### src/rtl/apb_gpio_arbiter.sv
`default_nettype none
// ============================================================================
//  Module      : apb_gpio_arbiter
//  Description : Round-robin arbiter that shares the GPIO APB slave port
//                between N_REQ requesters. It runs one APB transfer at a time
//                (SETUP -> ACCESS), waits on PREADY with a bounded timeout and
//                returns a one-cycle response strobe to the granted requester.
//  Revision    : 1.0  initial release
// ============================================================================
module apb_gpio_arbiter #(
    parameter int APB_ADDR_WIDTH = 12,
    parameter int N_REQ          = 2,
    parameter int TIMEOUT        = 16
) (
    input  logic                             HCLK,
    input  logic                             HRESET,
    input  logic [N_REQ-1:0]                 req_valid,
    input  logic [N_REQ-1:0]                 req_write,
    input  logic [N_REQ*APB_ADDR_WIDTH-1:0]  req_addr,
    input  logic [N_REQ*32-1:0]              req_wdata,
    output logic [N_REQ-1:0]                 req_ready,
    output logic [N_REQ-1:0]                 rsp_valid,
    output logic [31:0]                      rsp_rdata,
    output logic                             rsp_err,
    output logic [APB_ADDR_WIDTH-1:0]        PADDR,
    output logic [31:0]                      PWDATA,
    output logic                             PWRITE,
    output logic                             PSEL,
    output logic                             PENABLE,
    input  logic [31:0]                      PRDATA,
    input  logic                             PREADY,
    input  logic                             PSLVERR
);

    localparam int              c_IW    = (N_REQ > 1) ? $clog2(N_REQ) : 1;
    localparam int              c_TW    = $clog2(TIMEOUT) + 1;
    localparam logic [c_IW:0]   c_NREQ  = (c_IW + 1)'(N_REQ);
    localparam logic [c_TW-1:0] c_TLAST = c_TW'(TIMEOUT - 1);

    typedef enum logic [1:0] {
        S_IDLE   = 2'd0,
        S_SETUP  = 2'd1,
        S_ACCESS = 2'd2,
        S_RESP   = 2'd3
    } state_t;

    state_t            r_state;
    logic [c_IW-1:0]   r_rr_ptr;
    logic [c_IW-1:0]   r_gnt;
    logic [c_TW-1:0]   r_timer;

    logic [2*N_REQ-1:0]        w_dbl;
    logic [N_REQ-1:0]          w_rot;
    logic                      w_found;
    logic [c_IW-1:0]           w_off;
    logic [c_IW:0]             w_sum;
    logic [c_IW-1:0]           w_gnt;
    logic [c_IW:0]             w_rr_inc;
    logic [c_IW-1:0]           w_rr_next;
    logic                      w_sel_write;
    logic [APB_ADDR_WIDTH-1:0] w_sel_addr;
    logic [31:0]               w_sel_wdata;

    // Round-robin search: rotate the request vector so rr_ptr sits at bit 0,
    // take the lowest set bit, then map the offset back to a requester index.
    always_comb begin
        w_dbl   = {req_valid, req_valid};
        w_rot   = N_REQ'(w_dbl >> r_rr_ptr);
        w_found = 1'b0;
        w_off   = '0;
        for (int k = N_REQ - 1; k >= 0; k--) begin
            if (w_rot[k]) begin
                w_found = 1'b1;
                w_off   = c_IW'(k);
            end
        end
        w_sum = {1'b0, r_rr_ptr} + {1'b0, w_off};
        if (w_sum >= c_NREQ) begin
            w_sum = w_sum - c_NREQ;
        end
        w_gnt = w_sum[c_IW-1:0];
    end

    // Pointer for the next arbitration: the requester just served moves to last place.
    always_comb begin
        w_rr_inc = {1'b0, r_gnt} + (c_IW + 1)'(1);
        if (w_rr_inc == c_NREQ) begin
            w_rr_inc = '0;
        end
        w_rr_next = w_rr_inc[c_IW-1:0];
    end

    // Command fields of the requester that would be granted this cycle.
    always_comb begin
        w_sel_write = 1'b0;
        w_sel_addr  = '0;
        w_sel_wdata = '0;
        for (int i = 0; i < N_REQ; i++) begin
            if (w_gnt == c_IW'(i)) begin
                w_sel_write = req_write[i];
                w_sel_addr  = req_addr[i*APB_ADDR_WIDTH +: APB_ADDR_WIDTH];
                w_sel_wdata = req_wdata[i*32 +: 32];
            end
        end
    end

    // Accept strobe is only offered while idle; held off during reset so a
    // requester never sees an accept that the reset edge would throw away.
    always_comb begin
        req_ready = '0;
        if ((r_state == S_IDLE) && w_found && !HRESET) begin
            req_ready = N_REQ'(1) << w_gnt;
        end
    end

    // Transfer sequencer with registered APB and response outputs.
    always_ff @(posedge HCLK) begin
        if (HRESET) begin
            r_state   <= S_IDLE;
            r_rr_ptr  <= '0;
            r_gnt     <= '0;
            r_timer   <= '0;
            PSEL      <= 1'b0;
            PENABLE   <= 1'b0;
            PWRITE    <= 1'b0;
            PADDR     <= '0;
            PWDATA    <= '0;
            rsp_valid <= '0;
            rsp_rdata <= '0;
            rsp_err   <= 1'b0;
        end else begin
            rsp_valid <= '0;
            case (r_state)
                S_IDLE: begin
                    if (w_found) begin
                        r_gnt   <= w_gnt;
                        PWRITE  <= w_sel_write;
                        PADDR   <= w_sel_addr;
                        PWDATA  <= w_sel_write ? w_sel_wdata : 32'd0;
                        PSEL    <= 1'b1;
                        PENABLE <= 1'b0;
                        r_state <= S_SETUP;
                    end
                end
                S_SETUP: begin
                    PENABLE <= 1'b1;
                    r_state <= S_ACCESS;
                end
                S_ACCESS: begin
                    if (PREADY) begin
                        rsp_rdata <= PWRITE ? 32'd0 : PRDATA;
                        rsp_err   <= PSLVERR;
                        rsp_valid <= N_REQ'(1) << r_gnt;
                        PSEL      <= 1'b0;
                        PENABLE   <= 1'b0;
                        r_state   <= S_RESP;
                    end else if (r_timer == c_TLAST) begin
                        // Slave never answered: abort with an error response.
                        rsp_rdata <= 32'd0;
                        rsp_err   <= 1'b1;
                        rsp_valid <= N_REQ'(1) << r_gnt;
                        PSEL      <= 1'b0;
                        PENABLE   <= 1'b0;
                        r_state   <= S_RESP;
                    end else begin
                        r_timer <= r_timer + c_TW'(1);
                    end
                end
                S_RESP: begin
                    r_rr_ptr <= w_rr_next;
                    r_timer  <= '0;
                    r_state  <= S_IDLE;
                end
                default: begin
                    r_state <= S_IDLE;
                end
            endcase
        end
    end

endmodule
`default_nettype wire

### config.mk
export PLATFORM = sky130hd
export DESIGN_NAME = apb_gpio_arbiter
export DESIGN_NICKNAME = d
export VERILOG_FILES = /design/src/rtl/apb_gpio_arbiter.sv
export SDC_FILE = /design/constraint.sdc
export NUM_CORES = 1
export LEC_CHECK = 0
export ABC_CLOCK_PERIOD_IN_PS = 1700
export CAP_MARGIN = 20
export CORE_MARGIN = 4
export CORE_UTILIZATION = 34
export DETAILED_ROUTE_END_ITERATION = 8
export GPL_ROUTABILITY_DRIVEN = 0
export PLACE_DENSITY_LB_ADDON = 0.1
export SYNTH_ARGS = -nofsm -noshare
export SYNTH_HDL_FRONTEND = slang
export SYNTH_SLANG_ARGS = --single-unit
### constraint.sdc
create_clock -name HCLK -period 1.7 [get_ports HCLK]
set_clock_uncertainty 0.05 [all_clocks]
set_input_delay 0.34 -clock HCLK [delete_from_list [all_inputs] [get_ports HCLK]]
set_output_delay 0.34 -clock HCLK [all_outputs]
set_load 0.05 [all_outputs]
==> results.yml <==
global_routing:
  grt_start_max_net_pins: 34
  grt_pass1_vias: 3762
  grt_antenna_before_repair: 0
  grt_pass1_wl_mm: 19.2
  grt_usage: 0.188
  grt-ovfl-total: 0
finish:
  num-fill-cells: 928
  utilization: 0.611
  area.sequential_sq_um: 1830
  multi_input_area_sq_um: 1780
  syn_to_final_growth_pct: 73.6
  nets: 762
  fin_area_sq_um: 6360
  n_antenna_cell: 0
  drive_above_1_share: 0.277
drt:
  routed_via_density: 4.76
  drt-total-wl_mm: 12.0
  drtIter0Drc: 180
  ant_nets: 0
  vias: 3649
  drtPass1Iterations: 4
  wl_per_cell_um: 15.7
  drc: 0
floorplan:
  initial_core_util: 0.352
  coreArea_sq_um: 10400
  dieArea_sq_um: 12500
  io_pins: 212
  fp.dieW_um: 112
  rows: 37
  die_y_um: 112
pwr:
  power.leakage_nw: 2.69
  ir_drop_v: 0.000626
  switchingPower_mw: 3.00
  power_density_nw_per_um2: 1210
  p_int_mw: 4.73
  switching_share: 0.388
  p_clk_frac: 0.213
  p_seq_frac: 0.344
  pwr-share-comb: 0.444
sta:
  period_needed_ps: 1700
  setup_viol: 0
  worst_pin_slew_ps: 368
  slew_viol_final: 0
  period_share: 0.998
  rsz0062_at_grt: "true"
  tns_ps: 0
  timing.fmax_ghz: 0.589
  slew_headroom: 0.755
  hold_viol_final: 0
synthesis:
  yosysWarnings: 0
  syn-instance-count: 391
  synth_area_leaders: "dfxtp_1, mux2i_1, a22oi_1"
  synthFlopType: "dfxtp_1"
  syn_area_sq_um: 3660
  synth_top_area_frac: 0.497
  syn_area_per_cell_sq_um: 9.37
  synth_area_leader_cell: "dfxtp_1"
  synthDistinctLibCells: 35
  ys_top_cells_by_count: "dfxtp_1, nand2_1, a22oi_1, nor2_1, mux2i_1"
  syn_nets: 527
  ys_seq_area_frac: 0.497
  synth_enable_flop_cells: 0
  yosysMostFrequentCell: "dfxtp_1"
  async_reset_ff_frac: 0
  ys_ff_latch: 91
flow_run:
  drv_cap: 0
critical_path:
  cp_cell_sequence: "ha_4, and3_4, ha_4, buf_6, o21ai_4, buf_6, buf_12, a22oi_2, nor2_1"
  critPathLaunchType: "flip-flop"
  rr_endpoint: "rsp_rdata[6]"
  ff2ff_path_depth: 9
  cp_top_family: "buffers and inverters"
  worst-path-buf-inv: 3
  end_kind: "flip-flop"
  critPathMaxStageDelay_ps: 350
  critPathKind: "reg -> reg"
  worstReg2RegStart: "r_timer[0]"
  worstPathRequired_ps: 1940
  crit_fanout: 7
  cpMaxStageDelayCell: "dfxtp_2"
  arrival_ps: 1930
  reg2reg_setup_slack_ps: 3
clock_tree:
  cts_buffers: 9
  clock_sinks: 91
  cts_max_path_buffers: 2
  cts_hold_buffers: 0
  cts_tree: "yes"
  clk_pin_slew_worst_paths_ps: 90
  cts_htree_levels: 3
  clockRootBuffer: "clkbuf_8"
  clk_latency_ps: 350
placement:
  placed_area_sq_um: 5860
  hpwl_mm: 8.98
  portBuffers: 211
worst_hold_path:
  hp-class: "in -> reg"
  hp-start: "HRESET"
  min_to: "r_timer[0]"
  min_path_cells: 4
status:
  outcome: "completed"
## worst register-to-register path, stage by stage (launching register included)
cell and delay (ps):
dfxtp_2 350, ha_4 160, and3_4 150, ha_4 170, buf_6 120, o21ai_4 210, buf_6 160, buf_12 130
a22oi_2 50, nor2_1 100
## what timing repair did
action	in CTS	in global routing
gates resized for setup	34	13
gates cloned	2	0
pin swaps	10	13
setup buffers	10	2
setup endpoints to repair	38	38
## cells in the final DEF, fill, tap and decap left out, types with 6 or more instances in the layout
cell type / n
a22oi_2: 9
buf_4: 111
mux2i_1: 35
buf_12: 7
clkdlybuf4s50_1: 124
nand2_1: 65
clkbuf_8: 10
a22oi_1: 35
o21ai_1: 31
dfxtp_1: 87
nor2_1: 40
inv_1: 6
## routing by layer
layer / GRT usage / part of all wire / up-vias
li1: - / - / 1833
met1: 0.227 / 0.41 / 1665
met2: 0.321 / 0.49 / 140
met3: 0.0609 / 0.080 / 11
met4: 0.0519 / 0.014 / 0
met5: 0 / 0 / -
## layout make-up
cell class              count  area share
multi-input cells         264       0.280
well taps                 136      0.0268
inverters                   9     0.00531
flip-flops and latches     91       0.287
clock inverters             5      0.0134
clock buffers              11      0.0222
repair buffers            251       0.365
## cell families after synthesis
| family | count (synthesis) | synth area share |
|---|---|---|
| simple gates | 124 | 0.139 |
| buf+inv | 36 | 0.0642 |
| flops | 91 | 0.497 |
| compound gates | 96 | 0.174 |
| fa+ha+maj | 9 | 0.0304 |
| mux | 35 | 0.0956 |
## sequential cells by signal, indices dropped and copies added (netlist names)
signal	flops
PWDATA	32
r_timer	5
rsp_valid	2
rsp_err	1
PENABLE	1
PWRITE	1
r_state	2
PADDR	12
r_rr_ptr	1
rsp_rdata	32
PSEL	1
r_gnt	1
## power groups by stage
stage	clock, mW	combinational [mW]	sequential, mW
2_1_floorplan	0	0.979	3.68
3_3_place_gp	0	3.16	2.68
3_5_place_dp	0	3.19	2.69
4_1_cts	1.70	3.44	2.66
5_1_grt	1.80	3.65	2.70
6_report	1.64	3.43	2.66
## worst max path at each step
stage,start,end,slack (ps),cells after the start
floorplan,r_timer[0],r_timer[3],10,7
global placement,req_valid[0],PWDATA[1],-200,6
finish,r_timer[0],rsp_rdata[6],3,9
detailed placement,req_valid[0],PWDATA[0],-240,6
global route,r_timer[1],rsp_rdata[6],-60,9
CTS,r_timer[1],rsp_rdata[15],-20,10
## stage by stage
step           hold slack [ps]  total power, mW  worst slack (ps)  cells
5_1_grt                    290             8.16             -63.7    767
3_3_place_gp               376             5.84              -201    743
2_1_floorplan              376             4.65              12.0    391
3_5_place_dp               381             5.88              -241    743
4_1_cts                    274             7.79             -20.0    769
6_report                   289             7.73              3.24    767
Note: power is estimated with default switching activity, not from simulation.
